<file path="src/rtl/pattern_detector.sv">
// pattern_detector: serial bit-pattern detector with a programmable pattern.
//
// Samples x on every rising clk edge where x_valid is high. Each sample is
// compared, together with the previous PAT_W-1 samples, against the pattern
// register. A hit produces a registered one-cycle pulse on z and bumps a
// saturating match counter.
//
// Parameters
//   PAT_W     pattern length in bits (2..16)
//   PAT_INIT  pattern loaded at reset (MSB = first bit in time)
//   CNT_W     match counter width (1..16)
//
// Ports
//   clk          in   clock, all state changes on its rising edge
//   rst          in   synchronous active-high reset
//   x_valid      in   x carries a valid serial sample this cycle
//   x            in   serial data bit
//   overlap      in   1: overlapping detection, 0: non-overlapping
//   load         in   capture pat_in (and pat_mask_in) into the pattern register
//   pat_in       in   new pattern, MSB is the first bit in time
//   pat_mask_in  in   compare mask, 0 bits are don't-care (mask build only)
//   clr_count    in   clear the match counter
//   z            out  registered match pulse, one cycle after the matching sample
//   match_count  out  saturating number of matches
//   armed        out  the sample window is full (fill == PAT_W)
//
// Build option
//   PATTERN_DETECTOR_MASK_EN  adds pat_mask_in and a per-bit compare mask
//                             (reset value all ones). When undefined every
//                             pattern bit takes part in the compare.

module pattern_detector #(
  parameter int unsigned           PAT_W    = 3,
  parameter logic [PAT_W-1:0]      PAT_INIT = PAT_W'(3'b101),
  parameter int unsigned           CNT_W    = 8
) (
  input  logic             clk,
  input  logic             rst,
  input  logic             x_valid,
  input  logic             x,
  input  logic             overlap,
  input  logic             load,
  input  logic [PAT_W-1:0] pat_in,
`ifdef PATTERN_DETECTOR_MASK_EN
  input  logic [PAT_W-1:0] pat_mask_in,
`endif
  input  logic             clr_count,
  output logic             z,
  output logic [CNT_W-1:0] match_count,
  output logic             armed
);

  localparam int unsigned      FillW   = $clog2(PAT_W + 1);
  localparam logic [FillW-1:0] FillMax = FillW'(PAT_W);
  localparam logic [CNT_W-1:0] CntMax  = {CNT_W{1'b1}};

  // The detection window is PAT_W bits: the PAT_W-1 stored older samples plus
  // the sample arriving this edge. The oldest bit of a full PAT_W-bit shifter
  // would be shifted out before it is ever compared, so it is not stored.
  logic [PAT_W-2:0] history_q, history_d;
  logic [PAT_W-1:0] pattern_q, pattern_d;
  logic [PAT_W-1:0] mask_q;
  logic [FillW-1:0] fill_q, fill_d;
  logic             z_q, z_d;
  logic [CNT_W-1:0] count_q, count_d;

  logic             sample;
  logic [PAT_W-1:0] window;
  logic [FillW-1:0] fill_upd;
  logic             match;

`ifdef PATTERN_DETECTOR_MASK_EN
  logic [PAT_W-1:0] mask_d;

  always_comb begin
    mask_d = mask_q;
    if (load) begin
      mask_d = pat_mask_in;
    end
  end

  always_ff @(posedge clk) begin
    if (rst) begin
      mask_q <= '1;
    end else begin
      mask_q <= mask_d;
    end
  end
`else
  assign mask_q = '1;
`endif

  // A load edge discards any sample offered in the same cycle.
  assign sample   = x_valid & ~load;
  assign window   = {history_q, x};
  assign fill_upd = (fill_q == FillMax) ? fill_q : fill_q + 1'b1;
  assign match    = sample && (((window ^ pattern_q) & mask_q) == '0) && (fill_upd == FillMax);

  always_comb begin
    history_d = history_q;
    pattern_d = pattern_q;
    fill_d    = fill_q;
    z_d       = 1'b0;

    if (load) begin
      pattern_d = pat_in;
      fill_d    = '0;
    end else if (sample) begin
      history_d = window[PAT_W-2:0];
      z_d       = match;
      // Non-overlapping mode needs PAT_W fresh samples after every hit.
      fill_d    = (match && !overlap) ? '0 : fill_upd;
    end
  end

  // Clear beats a simultaneous match; the match still shows on z.
  always_comb begin
    count_d = count_q;
    if (clr_count) begin
      count_d = '0;
    end else if (match && (count_q != CntMax)) begin
      count_d = count_q + 1'b1;
    end
  end

  always_ff @(posedge clk) begin
    if (rst) begin
      history_q <= '0;
      pattern_q <= PAT_INIT;
      fill_q    <= '0;
      z_q       <= 1'b0;
      count_q   <= '0;
    end else begin
      history_q <= history_d;
      pattern_q <= pattern_d;
      fill_q    <= fill_d;
      z_q       <= z_d;
      count_q   <= count_d;
    end
  end

  assign z           = z_q;
  assign match_count = count_q;
  assign armed       = (fill_q == FillMax);

endmodule

</file>
<file path="config.mk">
export PLATFORM = sky130hd
export DESIGN_NAME = pattern_detector
export DESIGN_NICKNAME = d
export VERILOG_FILES = /design/src/rtl/pattern_detector.sv
export SDC_FILE = /design/constraint.sdc
export NUM_CORES = 1
export LEC_CHECK = 0
export CAP_MARGIN = 20
export CORE_MARGIN = 10
export CORE_UTILIZATION = 40
export CTS_CLUSTER_DIAMETER = 60
export CTS_CLUSTER_SIZE = 8
export DETAILED_ROUTE_END_ITERATION = 10
export PLACE_DENSITY = 0.8
export SLEW_MARGIN = 20
export SYNTH_ARGS = -nofsm -noshare
export SYNTH_HDL_FRONTEND = slang
export SYNTH_SLANG_ARGS = --single-unit
export TNS_END_PERCENT = 1
</file>
<file path="constraint.sdc">
create_clock -name clk -period 1.7 [get_ports clk]
set_clock_uncertainty 0.05 [all_clocks]
set_input_delay 0.51 -clock clk [delete_from_list [all_inputs] [get_ports clk]]
set_output_delay 0.51 -clock clk [all_outputs]
set_load 0.02 [all_outputs]
</file>
; ---- Word-level counts from Yosys, hierarchy flattened
; Index checks and enable logic that the tools add are counted.
[word_totals]
regBits = 16
inputBits = 10
elab_cells = 26
[classes]
add_sub_neg = 2
eq_ne = 3
n_mux = 2
n_bitwise = 4
n_reduce_logical = 10
[ops]
columns = op, count
row1 = $add A8 B1 Y8 const B, 1
row2 = $ne A8 B8 Y1 const B, 1
row3 = $eq A2 B2 Y1 const B, 2
row4 = $logic_and A1 B1 Y1, 4
row5 = $mux W2, 2
row6 = $reduce_or A2 Y1, 2
row7 = $logic_not A3 Y1, 1
row8 = $reduce_or A3 Y1, 1
row9 = $xor A3 B3 Y3, 1
row10 = $add A2 B1 Y2 const B, 1
row11 = $not A1 Y1, 2
row12 = $reduce_and A2 Y1, 1
row13 = $and A1 B1 Y1, 1
row14 = $logic_not A1 Y1, 1

; ---- Logic depth before layout (Yosys ltp)
[logic_depth]
ltp_word = 6
ltp_mapped = 6
depth_no_buf = 5

; ---- Least setup slack after synthesis
; OpenSTA, ideal clock, no wires.
[synth_timing]
path_type = input to register
start = input port load
end = register count_q[6] (netlist: match_count[6])
t_arrival_ns = 1.602
slack_ns = -0.068
path_stages = 5
path_cell_list = buf_6 -> and3b_2 -> nand4_4 -> or4_1 -> o211a_1
[synth_via]
elab_chain_cells = 5
[synth_lines]
columns = element, line
row1 = start: declaration, 42  ; input logic load,
row2 = $not A1 Y1 (no line), --
row3 = $and A1 B1 Y1, 94  ; assign sample = x_valid & ~load;
row4 = $logic_and A1 B1 Y1 (2 in a row), 97  ; assign match = sample && (((window ^ pattern_q) & mask_q) == '0) && (fill_upd == FillMax);
row5 = $logic_and A1 B1 Y1, 121  ; end else if (match && (count_q != CntMax)) begin
row6 = end signal: assignment, 138  ; count_q <= count_d;
row7 = end: declaration, 65  ; logic [CNT_W-1:0] count_q, count_d;
; Every way passes these cells.
; A chain may end at the register's enable or synchronous reset.

; ---- Worst setup path in the final report
[layout_timing]
start = input port x
end = register count_q[6] (netlist: match_count[6])
[layout_via]
elab_chain_cells = 5
[layout_lines]
columns = element, line
row1 = start: declaration, 40  ; input logic x,
row2 = $xor A3 B3 Y3, 97
row3 = $logic_not A3 Y1, 97
row4 = $logic_and A1 B1 Y1 (2 in a row), 97
row5 = $logic_and A1 B1 Y1, 121
; Every way passes these cells.

==> metrics list <==
- Gr usage total: 10.4%
- The worst-case IR drop observed on VDD is 0.344 mV.
- Slew margin rel.: 75.9%
* Worst stage delay on the critical path: 0.54 ns
- PD cells: about 630 nW/um^2
- Routed wire length on met3: 147 um
- Tightest Hold Check Type: flop to flop
- By count the netlist is led by 16 x dfxtp_1, 7 x nor2_1, 5 x nand3_1, 4 x a21oi_1, 4 x mux2i_1.
- Internal power consumption: 559 uW
* Register-to-register path setup slack: 0.04 ns
* DP Area: approximately 1100 um^2
* Clock period minus final worst setup slack: between 1.5 and 2 ns
- The number of nets in the synthesized netlist is 93.
- Highest routed metal layer: met4
- The worst setup path is launched from an input port.
- Measured along the y axis, the die boundary spans 63.8 um.
- Fin. max-slew vios: 0
* Vias in the first global route: 756
- For the pin with the worst max-slew slack, the measured transition is 0.359 ns.
- After detailed routing, the number of remaining DRC violations is 0.
- The die is 63.8 um wide.
- Multiplexer fraction of the synthesized cell area: under 10%
- The net count of the finished layout is 129.
- The clock passes through at most 2 buffers.
- PnR worst setup slack: -0.00524 ns
- Sequential cells burn about 53% of the power.
- Final setup viols: 1
- Dividing the final minimum period by the clock period gives 100%.
* Total of max-cap violations: 0
* Crit path capture type: flop
- Number of clock sinks: 16
- Entering global routing, the biggest net connects 12 pins.
- Routed Wire Length: 2.21 mm
- First-pass GRT wire length: 3.43 mm
- Count of port buffers added during placement: 19
- Summing over every cut layer, the via total after detailed routing is 799.
* Area share of and/or/nand/nor cells after synthesis: 26.1%
- By area the synthesized netlist is led by dfxtp_1 42%, mux2i_1 5.2%, nor2_1 3.4%, xnor2_1 3.4%, nand3_1 3.3%.
* Complex-gate fraction of the synthesized area: 17.4%
- Chain of cells forming the critical path: dlygate4sd2_1 > xnor2_2 > nand4_4 > or4_4 > o211a_1
- Synth top area share: 41.7%
- Counting cells, the worst reg-to-reg path comes to 4.
- In this run the critical register-to-register path is captured at match_count[6]$_SDFFE_PP0P_.
* Clock tree from TritonCTS: done
* Number of detailed-routing iterations run before antenna repair: 4
* Estimated wirelength of the detail-placed design: 1.50 mm
- The setup path with the least slack is of type input port to flop.
- Slowest cell on the critical path: or4_4
* Most used DFF post-synth: dfxtp_1
- Number of cells on the critical path: 5
- Counting flops and latches in the post-synthesis netlist gives 16.
- Net switching power: 175 uW
- The synthesized netlist occupies a cell area of 768 um^2.
- 20 I/O pins were placed.
- After detailed routing, the met2 layer carries approximately 1.2 mm of wire.
- Synth Instances: slightly above 80
- Most frequent cell after synthesis: dfxtp_1
- RSZ-0062 raised after global routing: true
- For this run, the top clock speed supported by timing is 586 MHz.
- In this run the core area contains 15 standard-cell rows.
- CTS Root Cell: clkbuf_4
- Failing checks: negative setup slack
- Distinct cell type count after synthesis: 34
- Initial Util: around 43%
* Worst hold slack: roughly 0.47 ns
- Combinational cell fraction of total power: about 11%
* Worst slack at placement: -0.571 ns
- Outcome: finished with violations
- The most critical setup path has its endpoint at match_count[6]$_SDFFE_PP0P_.
- Final weighted congestion of routability-driven global placement: roughly 0.84
- Cells fill 65.2% of the core in the end.
- Once layout is done, the placed cells without fillers occupy 1160 um^2.
* Final routed wire length divided by cell count: 15.6 um
- After synthesis, the largest family of logic cells by area is simple AND/OR/NAND/NOR gates.
- After the first detailed-routing iteration, the DRC count stood at 38.
- Post-Synth Adder-Cell Area: 1.63%
- Clock input transition at the sequential cells of the worst setup and hold paths: approximately 0.1 ns
- Crit path max-delay family: simple AND/OR/NAND/NOR gates
- In this run, the clock network consumes 35.7% of the power.
- In this run the number of H-tree levels came out at 1.
- The share of the Yosys chip area taken by registers is 41.7%.
- TritonCTS created 3 clock buffers.
- 0 antenna diodes ended up in the layout.
- Switching power as a share of total power: 23.8%
* Synthesis warning total: 0
- The floorplan step defined a die boundary enclosing 4070 um^2.
- Number of nets still failing antenna checks after routing: 0
- CORE AREA: roughly 1800 um^2
- Peak fanout along the critical path: 5
- Share of cells above drive strength 1: 28.2%
* Worst Path Buf+Inv: 1
* Overflow left after global routing: 0
- For this run, asynchronously set or reset flops after synthesis account for 0%.
- STA puts the critical path data arrival time at 1.85 ns.
- Number of antenna violations at the first check in global routing: 0
- In this run the static leakage power is 0.489 nW.
- Summing internal, switching and leakage power gives 733 uW.
* Final hold violations: 0
- EDFF count, synth: 0
* Skew-Pair Late Insertion Delay: 0.29 ns
* Worst flop-to-flop path startpoint: pattern_q[2]$_SDFFE_PP1P_
- In the routed layout, each cell is associated on average with a via count of 5.63.
* Required time reported for the critical path endpoint: about 1.8 ns
* Cell type contributing the most total cell area after synthesis: dfxtp_1
* Xor/xnor share of the synthesized area: between 3 and 4%
- Each instance of the synthesized netlist takes up on average between 9 and 10 um^2.
- Met1 wire length: roughly 870 um
- From synthesis to final layout, the design area changed by 51.3%.
- The most critical setup path has its startpoint at x.
registers in the layout, indices dropped and copies added, names as in the netlist:
register and flops:
match_count 8, pattern_q 3, fill_q 2, history_q 2, z 1
cell usage in the layout (no fill, tap or decap), types with 3 or more instances in the layout:
cell             Yosys  final
dlygate4sd2_1        0      9
clkbuf_4             0      3
inv_1                3      3
nor2b_1              3      3
dfxtp_1             16     16
clkdlybuf4s50_1      0      6
nor2_1               7      7
buf_4                0     14
mux2i_1              4      4
nand3_1              5      5
metal layers:
metal  vias to the layer above  GRT usage, %
met4                         0          9.02
li1                        382             -
met2                        31          16.2
met1                       384          11.2
met5                         -             0
met3                         2          3.14
final cells by class:
type | instances | area (um^2)
clock buffer | 4 | 36.3
multi-input combinational | 60 | 468
tap | 25 | 31.3
inverter | 3 | 11.3
timing repair buffer | 34 | 295
sequential | 16 | 320
fill | 150 | 621
worst min path at each step:
stage,start,to,slack [ns],cells after the start
after global placement,fill_q[0]$_SDFFE_PP0P_,fill_q[0]$_SDFFE_PP0P_,0.44,2
final,match_count[5]$_SDFFE_PP0P_,match_count[5]$_SDFFE_PP0P_,0.47,2
after floorplan,fill_q[0]$_SDFFE_PP0P_,fill_q[0]$_SDFFE_PP0P_,0.42,2
after global routing,match_count[5]$_SDFFE_PP0P_,match_count[5]$_SDFFE_PP0P_,0.51,2
after detailed placement,match_count[5]$_SDFFE_PP0P_,match_count[5]$_SDFFE_PP0P_,0.45,2
after CTS,match_count[5]$_SDFFE_PP0P_,match_count[5]$_SDFFE_PP0P_,0.46,2
through the flow:
step | TNS (ns) | instances
global route | -0.0782 | 142
finish | -0.00524 | 142
detailed placement | -4.85 | 135
floorplan | -0.187 | 82
global placement | -4.09 | 135
CTS | -0.604 | 139
worst reg2reg max path: stages, from the launching register on:
cell     delay (ns)
dfxtp_1        0.34
xnor2_1        0.33
nand4_4        0.20
or4_4          0.54
o211a_1        0.11
kinds of logic (layout without fill, tap and decap cells):
family          count (synthesis)  in the layout
simple gates                   33             34
compound gates                 18             18
flops                          16             16
buf+inv                         7             41
mux                             4              4
xor+xnor                        3              3
fa+ha+maj                       1              1
power groups by stage:
stage,Combinational (mW),Clock (mW),Sequential (mW)
final,0.0812,0.262,0.390
after global routing,0.0877,0.282,0.391
after CTS,0.0752,0.263,0.389
after detailed placement,0.0734,0,0.397
after global placement,0.0715,0,0.397
after floorplan,0.0370,0,0.395
timing repair:
| action | in CTS | in global routing |
|---|---|---|
| gates resized for setup | 14 | 12 |
| setup endpoints to repair | 19 | 10 |
| hold buffers | 0 | 0 |
| setup buffers | 0 | 2 |
| gates cloned | 0 | 1 |
| pin swaps | 2 | 3 |
No activity file was read; power rests on OpenSTA's default activity.
